**config.mk**
```make
export PLATFORM = sky130hd
export DESIGN_NAME = uart_tx_engine
export DESIGN_NICKNAME = d
export VERILOG_FILES = /design/src/rtl/uart_tx_engine.sv
export SDC_FILE = /design/constraint.sdc
export NUM_CORES = 1
export LEC_CHECK = 0
export ABC_AREA = 1
export CAP_MARGIN = 20
export CORE_MARGIN = 2
export CORE_UTILIZATION = 42
export CTS_CLUSTER_SIZE = 24
export DETAILED_ROUTE_END_ITERATION = 7
export SYNTH_ARGS = -nofsm -noshare
export SYNTH_HDL_FRONTEND = slang
export SYNTH_SLANG_ARGS = --single-unit
export TNS_END_PERCENT = 100
```
**constraint.sdc**
```tcl
create_clock -name clk -period 6.7 [get_ports clk]
set_clock_uncertainty 0.1 [all_clocks]
set_input_delay 1.34 -clock clk [delete_from_list [all_inputs] [get_ports clk]]
set_output_delay 1.34 -clock clk [all_outputs]
set_load 0.02 [all_outputs]
```
**src/rtl/uart_tx_engine.sv**
```systemverilog
`default_nettype none
// ============================================================================
// uart_tx_engine: UART transmitter with TX FIFO, baud divider and frame FSM.
// Revision: 1.0
// ============================================================================
module uart_tx_engine #(
  parameter int MAX_DATA_BITS = 9,
  parameter int DIV_W         = 16,
  parameter int FIFO_DEPTH    = 4,
  parameter int CNT_W         = $clog2(FIFO_DEPTH) + 1
) (
  input  logic                     clk,
  input  logic                     rst,
  input  logic [MAX_DATA_BITS-1:0] tx_data,
  input  logic                     tx_valid,
  output logic                     tx_ready,
  input  logic [3:0]               cfg_data_bits,
  input  logic                     cfg_parity_en,
  input  logic                     cfg_parity_odd,
  input  logic                     cfg_two_stop,
  input  logic [DIV_W-1:0]         cfg_baud_div,
  output logic                     tx_out,
  output logic                     tx_busy,
  output logic                     tx_done,
  output logic [CNT_W-1:0]         fifo_count
);

  localparam int               PTR_W    = $clog2(FIFO_DEPTH);
  localparam logic [3:0]       MIN_N    = 4'd5;
  localparam logic [3:0]       MAX_N    = 4'(MAX_DATA_BITS);
  localparam logic [CNT_W-1:0] FULL_CNT = CNT_W'(FIFO_DEPTH);

  typedef enum logic [2:0] {
    IDLE   = 3'd0,
    START  = 3'd1,
    DATA   = 3'd2,
    PARITY = 3'd3,
    STOP   = 3'd4
  } state_t;

  logic [MAX_DATA_BITS-1:0] mem_q [FIFO_DEPTH];
  logic [PTR_W-1:0]         wr_ptr_q, wr_ptr_d, rd_ptr_q, rd_ptr_d;
  logic [CNT_W-1:0]         count_q, count_d;
  logic                     push, pop;

  state_t                   state_q, state_d;
  logic [MAX_DATA_BITS-1:0] word_q, word_d;
  logic [3:0]               nbits_q, nbits_d, idx_q, idx_d;
  logic                     par_en_q, par_en_d, par_odd_q, par_odd_d;
  logic                     two_stop_q, two_stop_d, stop2_q, stop2_d;
  logic [DIV_W-1:0]         div_q, div_d, cnt_q, cnt_d;
  logic                     tx_out_q, tx_out_d, busy_q, busy_d, done_q, done_d;

  logic [3:0]               n_clamped;
  logic [MAX_DATA_BITS-1:0] data_mask, next_shift;
  logic [DIV_W-1:0]         div_eff;
  logic                     bit_end, last_stop;

  assign tx_ready   = (count_q != FULL_CNT);
  assign fifo_count = count_q;
  assign tx_out     = tx_out_q;
  assign tx_busy    = busy_q;
  assign tx_done    = done_q;

  assign push      = tx_valid && tx_ready;
  assign bit_end   = (cnt_q == '0);
  assign last_stop = !two_stop_q || stop2_q;
  // A frame is loaded either from IDLE or straight out of the final stop bit.
  assign pop       = (count_q != '0) &&
                     ((state_q == IDLE) || ((state_q == STOP) && bit_end && last_stop));

  always_comb begin
    if (cfg_data_bits < MIN_N)      n_clamped = MIN_N;
    else if (cfg_data_bits > MAX_N) n_clamped = MAX_N;
    else                            n_clamped = cfg_data_bits;
    for (int i = 0; i < MAX_DATA_BITS; i++) begin
      data_mask[i] = (4'(i) < n_clamped);
    end
    div_eff    = (cfg_baud_div == '0) ? DIV_W'(1) : cfg_baud_div;
    next_shift = word_q >> (idx_q + 4'd1);
  end

  always_comb begin
    state_d    = state_q;
    word_d     = word_q;
    nbits_d    = nbits_q;
    idx_d      = idx_q;
    par_en_d   = par_en_q;
    par_odd_d  = par_odd_q;
    two_stop_d = two_stop_q;
    stop2_d    = stop2_q;
    div_d      = div_q;
    cnt_d      = bit_end ? (div_q - DIV_W'(1)) : (cnt_q - DIV_W'(1));
    tx_out_d   = tx_out_q;

    case (state_q)
      IDLE: begin
        cnt_d    = cnt_q;
        tx_out_d = 1'b1;
      end
      START: begin
        if (bit_end) begin
          state_d  = DATA;
          idx_d    = 4'd0;
          tx_out_d = word_q[0];
        end
      end
      DATA: begin
        if (bit_end) begin
          if (idx_q == nbits_q - 4'd1) begin
            if (par_en_q) begin
              state_d  = PARITY;
              tx_out_d = (^word_q) ^ par_odd_q;
            end else begin
              state_d  = STOP;
              stop2_d  = 1'b0;
              tx_out_d = 1'b1;
            end
          end else begin
            idx_d    = idx_q + 4'd1;
            tx_out_d = next_shift[0];
          end
        end
      end
      PARITY: begin
        if (bit_end) begin
          state_d  = STOP;
          stop2_d  = 1'b0;
          tx_out_d = 1'b1;
        end
      end
      STOP: begin
        if (bit_end) begin
          if (!last_stop) begin
            stop2_d = 1'b1;
          end else begin
            state_d  = IDLE;
            tx_out_d = 1'b1;
          end
        end
      end
      default: begin
        state_d  = IDLE;
        tx_out_d = 1'b1;
      end
    endcase

    // Word bits above N are masked off so parity is a plain reduction.
    if (pop) begin
      state_d    = START;
      word_d     = mem_q[rd_ptr_q] & data_mask;
      nbits_d    = n_clamped;
      idx_d      = 4'd0;
      par_en_d   = cfg_parity_en;
      par_odd_d  = cfg_parity_odd;
      two_stop_d = cfg_two_stop;
      stop2_d    = 1'b0;
      div_d      = div_eff;
      cnt_d      = div_eff - DIV_W'(1);
      tx_out_d   = 1'b0;
    end

    busy_d   = (state_d != IDLE);
    done_d   = (state_d == STOP) && (cnt_d == '0) && (!two_stop_d || stop2_d);
    count_d  = count_q + CNT_W'(push) - CNT_W'(pop);
    wr_ptr_d = push ? (wr_ptr_q + PTR_W'(1)) : wr_ptr_q;
    rd_ptr_d = pop  ? (rd_ptr_q + PTR_W'(1)) : rd_ptr_q;
  end

  always_ff @(posedge clk) begin
    if (push) begin
      mem_q[wr_ptr_q] <= tx_data;
    end
  end

  always_ff @(posedge clk) begin
    if (rst) begin
      state_q    <= IDLE;
      word_q     <= '0;
      nbits_q    <= MIN_N;
      idx_q      <= 4'd0;
      par_en_q   <= 1'b0;
      par_odd_q  <= 1'b0;
      two_stop_q <= 1'b0;
      stop2_q    <= 1'b0;
      div_q      <= DIV_W'(1);
      cnt_q      <= '0;
      tx_out_q   <= 1'b1;
      busy_q     <= 1'b0;
      done_q     <= 1'b0;
      count_q    <= '0;
      wr_ptr_q   <= '0;
      rd_ptr_q   <= '0;
    end else begin
      state_q    <= state_d;
      word_q     <= word_d;
      nbits_q    <= nbits_d;
      idx_q      <= idx_d;
      par_en_q   <= par_en_d;
      par_odd_q  <= par_odd_d;
      two_stop_q <= two_stop_d;
      stop2_q    <= stop2_d;
      div_q      <= div_d;
      cnt_q      <= cnt_d;
      tx_out_q   <= tx_out_d;
      busy_q     <= busy_d;
      done_q     <= done_d;
      count_q    <= count_d;
      wr_ptr_q   <= wr_ptr_d;
      rd_ptr_q   <= rd_ptr_d;
    end
  end

endmodule
`default_nettype wire

```
* After elaboration in Yosys (flattened, before gate mapping)
Memory sizes are Yosys's and may differ from the RTL's. A register that Yosys moved wholly into a read port is not among the register bits.
Index checks and enable logic that the tools add are counted.
** Word-level totals
- Bits in registers :: 66
- Memory bits (writable) :: 36
- Logic and storage cells :: 118
- Memories :: 1
** Memories
- mem_q :: words 4, bits a word 9, read ports 1, clocked after memory_dff 1, write ports 1, line 41 : logic [MAX_DATA_BITS-1:0] mem_q [FIFO_DEPTH];
** Cells by class
- $add $sub $neg :: 9
- Magnitude comparators :: 11
- Eq/ne operators :: 15
- Shift-type cells :: 1
- Multiplexer cells :: 41
- Bitwise logic cells :: 2
- Reductions and logical operators :: 22
** Operators by type and width (count)
- 2-to-1 mux 16 bit :: 4
- logical NOT 16 bit :: 3
- subtractor 16 x 1 -> 16 bit, second input constant :: 3
- 2-to-1 mux 3 bit :: 8
- 2-to-1 mux 4 bit :: 5
- 2-to-1 mux 1 bit :: 18
- != test 3 bit, second input constant :: 6
- < comparator 3 x 4 -> 1 bit, first input constant :: 4
- one-hot mux 3 bit (5 select lines) :: 1
- AND 9 bit :: 1
- XOR reduction 9 bit :: 1
- >> shifter 9 x 4 -> 1 bit :: 1
- < comparator 1 x 4 -> 1 bit, first input constant :: 2
- < comparator 2 x 4 -> 1 bit, first input constant :: 2
- one-hot mux 4 bit (2 select lines) :: 1
- equality test 3 x 2 -> 1 bit, second input constant :: 2
- equality test 3 bit, second input constant :: 2
- logical AND 1 bit :: 6
- != test 2 bit, second input constant :: 3
- nonzero test 3 bit :: 2
- AND reduction 5 bit :: 1
- adder 2 x 1 -> 2 bit, second input constant :: 2
- adder 4 x 1 -> 4 bit, second input constant :: 1
- equality test 4 bit :: 1
- 17 further kinds :: 21

* Depth between registers and ports, before layout
- Depth after elaboration :: 9
- Mapped depth :: 19
- Gate-level depth less buffers :: 19

* Worst setup path before layout
OpenSTA, ideal clock, no wires.
- Kind :: input -> register
- From :: input cfg_baud_div[7]
- To :: register done_q (netlist: tx_done)
- Library setup time :: 64 ps
- Arrival :: 2945 ps
- Required time :: 6536 ps
- Path slack :: 3590 ps
- Stages on the path :: 18
- Cell sequence :: nor2_1 > nand4_1 > nor2_1 > nand2_1 > nand2_1 > inv_1 > ha_1 > nand2_1 > inv_1 > nand2_1 > nor2_1 > nand3_1 > nor2_1 > o21ai_0 > a21oi_1 > a21oi_1 > nand4_1 > nor2_1
** Between the ends
- Longest elaborated chain between the ends :: 7
** Ends and longest elaborated chain
- from (decl) :: line 21 : input logic [DIV_W-1:0] cfg_baud_div,
- logical NOT 16 bit :: line 79 : div_eff = (cfg_baud_div == '0) ? DIV_W'(1) : cfg_baud_div;
- 2-to-1 mux 16 bit * :: line 79
- subtractor 16 x 1 -> 16 bit * :: line 159 : cnt_d = div_eff - DIV_W'(1);
- 2-to-1 mux 16 bit * :: line 149 : if (pop) begin
- logical NOT 16 bit * :: line 164 : done_d = (state_d == STOP) && (cnt_d == '0) && (!two_stop_d || stop2_d);
- logical AND 1 bit * (2 in a row) :: line 164
- to (signal assigned) :: line 207 : done_q <= done_d;
- to (decl) :: line 52 : logic tx_out_q, tx_out_d, busy_q, busy_d, done_q, done_d;
Mark *: on every way between the ends. The rest lies on a longest branch, timed or not.
A chain may end at the register's enable or synchronous reset.

* Worst setup path in the final report
- From :: input cfg_baud_div[6]
- To :: register done_q (netlist: tx_done)
The elaborated chain is that of the path after synthesis.

==> impl_metrics.env <==
export IMPL_post_route_min_period_ns=3.60
export IMPL_fin_util_pct=49.4
export IMPL_dieArea_mm2=0.0145
export IMPL_diodes=0
export IMPL_grt_max_degree=30
export IMPL_yosys_warnings=0
export IMPL_fin_area_mm2=0.00654
export IMPL_ant_nets=0
export IMPL_synth_top_cells_by_count="nand2_1 (145), nor2_1 (110), inv_1 (100)"
export IMPL_syn_mean_instance_area_um2=7.37
export IMPL_end_kind="register"
export IMPL_dr_pass1_iters=7
export IMPL_synthArstFlopShare_pct=0
export IMPL_grt_pass1_wl_um=24400
export IMPL_required_ns=6.90
export IMPL_reg2reg_from="cnt_q[12]"
export IMPL_layout_nets=853
export IMPL_report_final_slew_viol_count=0
export IMPL_drive_gt1_share_pct=6.65
export IMPL_grt_pass1_vias=4971
export IMPL_synth_cells=774
export IMPL_syn2layout_area_growth_pct=14.6
export IMPL_yosysTopAreaCell="dfxtp_1"
export IMPL_post_cts_resized=0
export IMPL_cp_slowest_cell="clkdlybuf4s50_1"
export IMPL_cp_start_kind="primary input"
export IMPL_p_per_area_mw_per_mm2=489
export IMPL_cts_sinks=104
export IMPL_ir_worst_vdd_v=0.000237
export IMPL_dpl_hpwl_um=11200
export IMPL_min_from="par_odd_q"
export IMPL_start_util_pct=43.1
export IMPL_max_cap_violations=0
export IMPL_tns_ns=0
export IMPL_max_slew_margin_pct=39.0
export IMPL_insertion_delay_ns=0.36
export IMPL_cpMostUsedCell="nand2_1"
export IMPL_grt_setup_unrepaired="no"
export IMPL_synth_edf_count=36
export IMPL_num_io_pins=42
export IMPL_crit_family="simple AND/OR/NAND/NOR gates"
export IMPL_rows=42
export IMPL_final_hold_violation_count=0
export IMPL_final_setup_viol_count=0
export IMPL_overflow=0
export IMPL_cts_setup_buffers=0
export IMPL_leakage_uw=0.00274
export IMPL_hold_buffers=0
export IMPL_synth_area_leaders="dfxtp_1 (24%), edfxtp_1 (19%), nand2_1 (9.5%)"
export IMPL_first_iter_violations=404
export IMPL_via_per_inst=5.21
export IMPL_drc=0
export IMPL_avgRoutedWirePerCell_um=15.5
export IMPL_vias=5150
export IMPL_antenna_found_initial=0
export IMPL_period_share_pct=53.8
export IMPL_core_area_mm2=0.0132
export IMPL_worstPathArrival_ns=3.80
export IMPL_slowest_delay_ns=0.48
export IMPL_placed_cell_area_mm2=0.00622
export IMPL_path_cells="clkdlybuf4s50_1 -> nor2_1 -> nand4_1 -> nor2_1 -> nand2_1 -> nand2_1 -> inv_1 -> ha_1 -> nand2_1 -> inv_1 -> nand2_1 -> inv_1 -> o21ai_0 -> nand2_1 -> nor2_1 -> nand2_1 -> nor2_1 -> nand4_1 -> nor2_1"
export IMPL_cts_buffer_depth=2
export IMPL_groute_usage_overall_pct=21.7
export IMPL_synth_distinct_cells=49
export IMPL_cts_tree="done"
export IMPL_dieWidth_um=121
export IMPL_status="finished clean"
export IMPL_setup_worst_path_start="cfg_baud_div[6]"
export IMPL_numCtsBuffers=9
export IMPL_fmax_mhz=277
export IMPL_port_buffers=41
export IMPL_syn_area_mm2=0.00571
export IMPL_yosysSeqAreaShare_pct=42.8
export IMPL_routabilityCongestion=0.930
export IMPL_synth_top_area_share_pct=23.8
export IMPL_hold_path_class="reg -> reg"
export IMPL_critPathKind="in -> reg"
export IMPL_post_synth_top_count_cell="nand2_1"
export IMPL_clockRootBuffer="clkbuf_16"
export IMPL_ys_ff_latch=104
export IMPL_hold_worst_slack_ns=0.367
export IMPL_syn_nets=820
export IMPL_die_height_um=121
export IMPL_postRouteWirelength_um=15400
export IMPL_worst_pin_slew_ns=0.912
export IMPL_htreeDepth=3
export IMPL_ys_flop_type="dfxtp_1"
export IMPL_path_clk_slew_ns=0.08
export IMPL_critPathBufInv=4
export IMPL_crit_path_max_fanout=5
## registers in the layout, summed over array words and instances (netlist names), 2 cells and up, named ones only
name	flops
word_q	9
wr_ptr_q	2
rd_ptr_q	2
state_q	3
nbits_q	4
div_q	16
mem_q	36
fifo_count	3
idx_q	4
cnt_q	16
## power breakdown
part	total [uW]	internal, uW	switching [uW]
registers	938	822	116
clock network	566	301	265
logic	1690	538	1160
total	3200	1660	1540
## routing by layer
| layer | wire [um] | up-vias | global-route usage [%] | part of all wire, % |
|---|---|---|---|---|
| li1 | - | 2621 | - | - |
| met3 | 698 | 42 | 4.53 | 4.5 |
| met2 | 7780 | 127 | 39.6 | 51 |
| met5 | 0 | - | 0 | 0 |
| met4 | 604 | 0 | 10.3 | 3.9 |
| met1 | 6270 | 2360 | 23.9 | 41 |
## logic make-up (layout without fill, tap and decap cells)
group,Yosys count,count (layout),share of synthesized area (%)
DFF,104,104,42.8
xor gates and xnor gates,12,12,1.84
buffers and inverters,128,166,9.45
AOI/OAI and AO/OA,154,154,15.2
and+or+nand+nor,365,365,28.1
adders and majority gates,11,11,2.54
## cells in the final DEF, fill, tap and decap left out, drive strengths merged
| cell type | instances |
|---|---|
| o22ai | 17 |
| o211ai | 1 |
| fa | 1 |
| o21ai | 61 |
| nor4 | 1 |
| clkbuf | 9 |
| nand2 | 153 |
| o21bai | 3 |
| a31oi | 1 |
| xnor2 | 7 |
| a21boi | 1 |
| o22a | 1 |
| a22oi | 1 |
| nand3b | 1 |
| xor2 | 5 |
| a31o | 1 |
| nand3 | 70 |
| a32o | 2 |
| a22o | 3 |
| a211o | 1 |
| or2 | 4 |
| bufinv | 1 |
| buf | 3 |
| nor3 | 5 |
| clkinvlp | 1 |
| a211oi | 3 |
| nand4 | 8 |
| dfxtp | 68 |
| o31ai | 1 |
| ha | 10 |
| edfxtp | 36 |
| clkdlybuf4s50 | 41 |
| a21oi | 57 |
| nor2 | 121 |
| clkinv | 4 |
| and2 | 2 |
| inv | 107 |
## final timing paths
kind	to	slack [ns]	cells after the start
hold / removal	par_odd_q	0.37	2
setup / recovery	tx_done	3.10	19
hold reg to reg	par_odd_q	0.37	2
setup reg to reg	div_q[5]	3.19	11
## worst min-delay path, cell delays in order (launching register included)
cell	delay [ns]
dfxtp_1	0.33
nand2_1	0.06
nand2_1	0.04
## stage by stage
| stage | power, uW | worst slack [ns] | cells |
|---|---|---|---|
| final | 3200 | 3.10 | 988 |
| after global placement | 2600 | 2.82 | 972 |
| after detailed placement | 2620 | 2.78 | 972 |
| after global routing | 3460 | 2.69 | 988 |
| after CTS | 3200 | 3.13 | 988 |
| after floorplan | 2230 | 3.59 | 774 |
## area by class of cell
| cell class | count | area, um2 |
|---|---|---|
| Multi-Input combinational cell | 542 | 2730 |
| Fill cell | 1346 | 6700 |
| Timing Repair Buffer | 44 | 433 |
| Inverter | 106 | 400 |
| Clock buffer | 9 | 225 |
| Sequential cell | 104 | 2440 |
| Clock inverter | 7 | 93.8 |
| Tap cell | 176 | 220 |
Power figures use the tool's default switching activity.
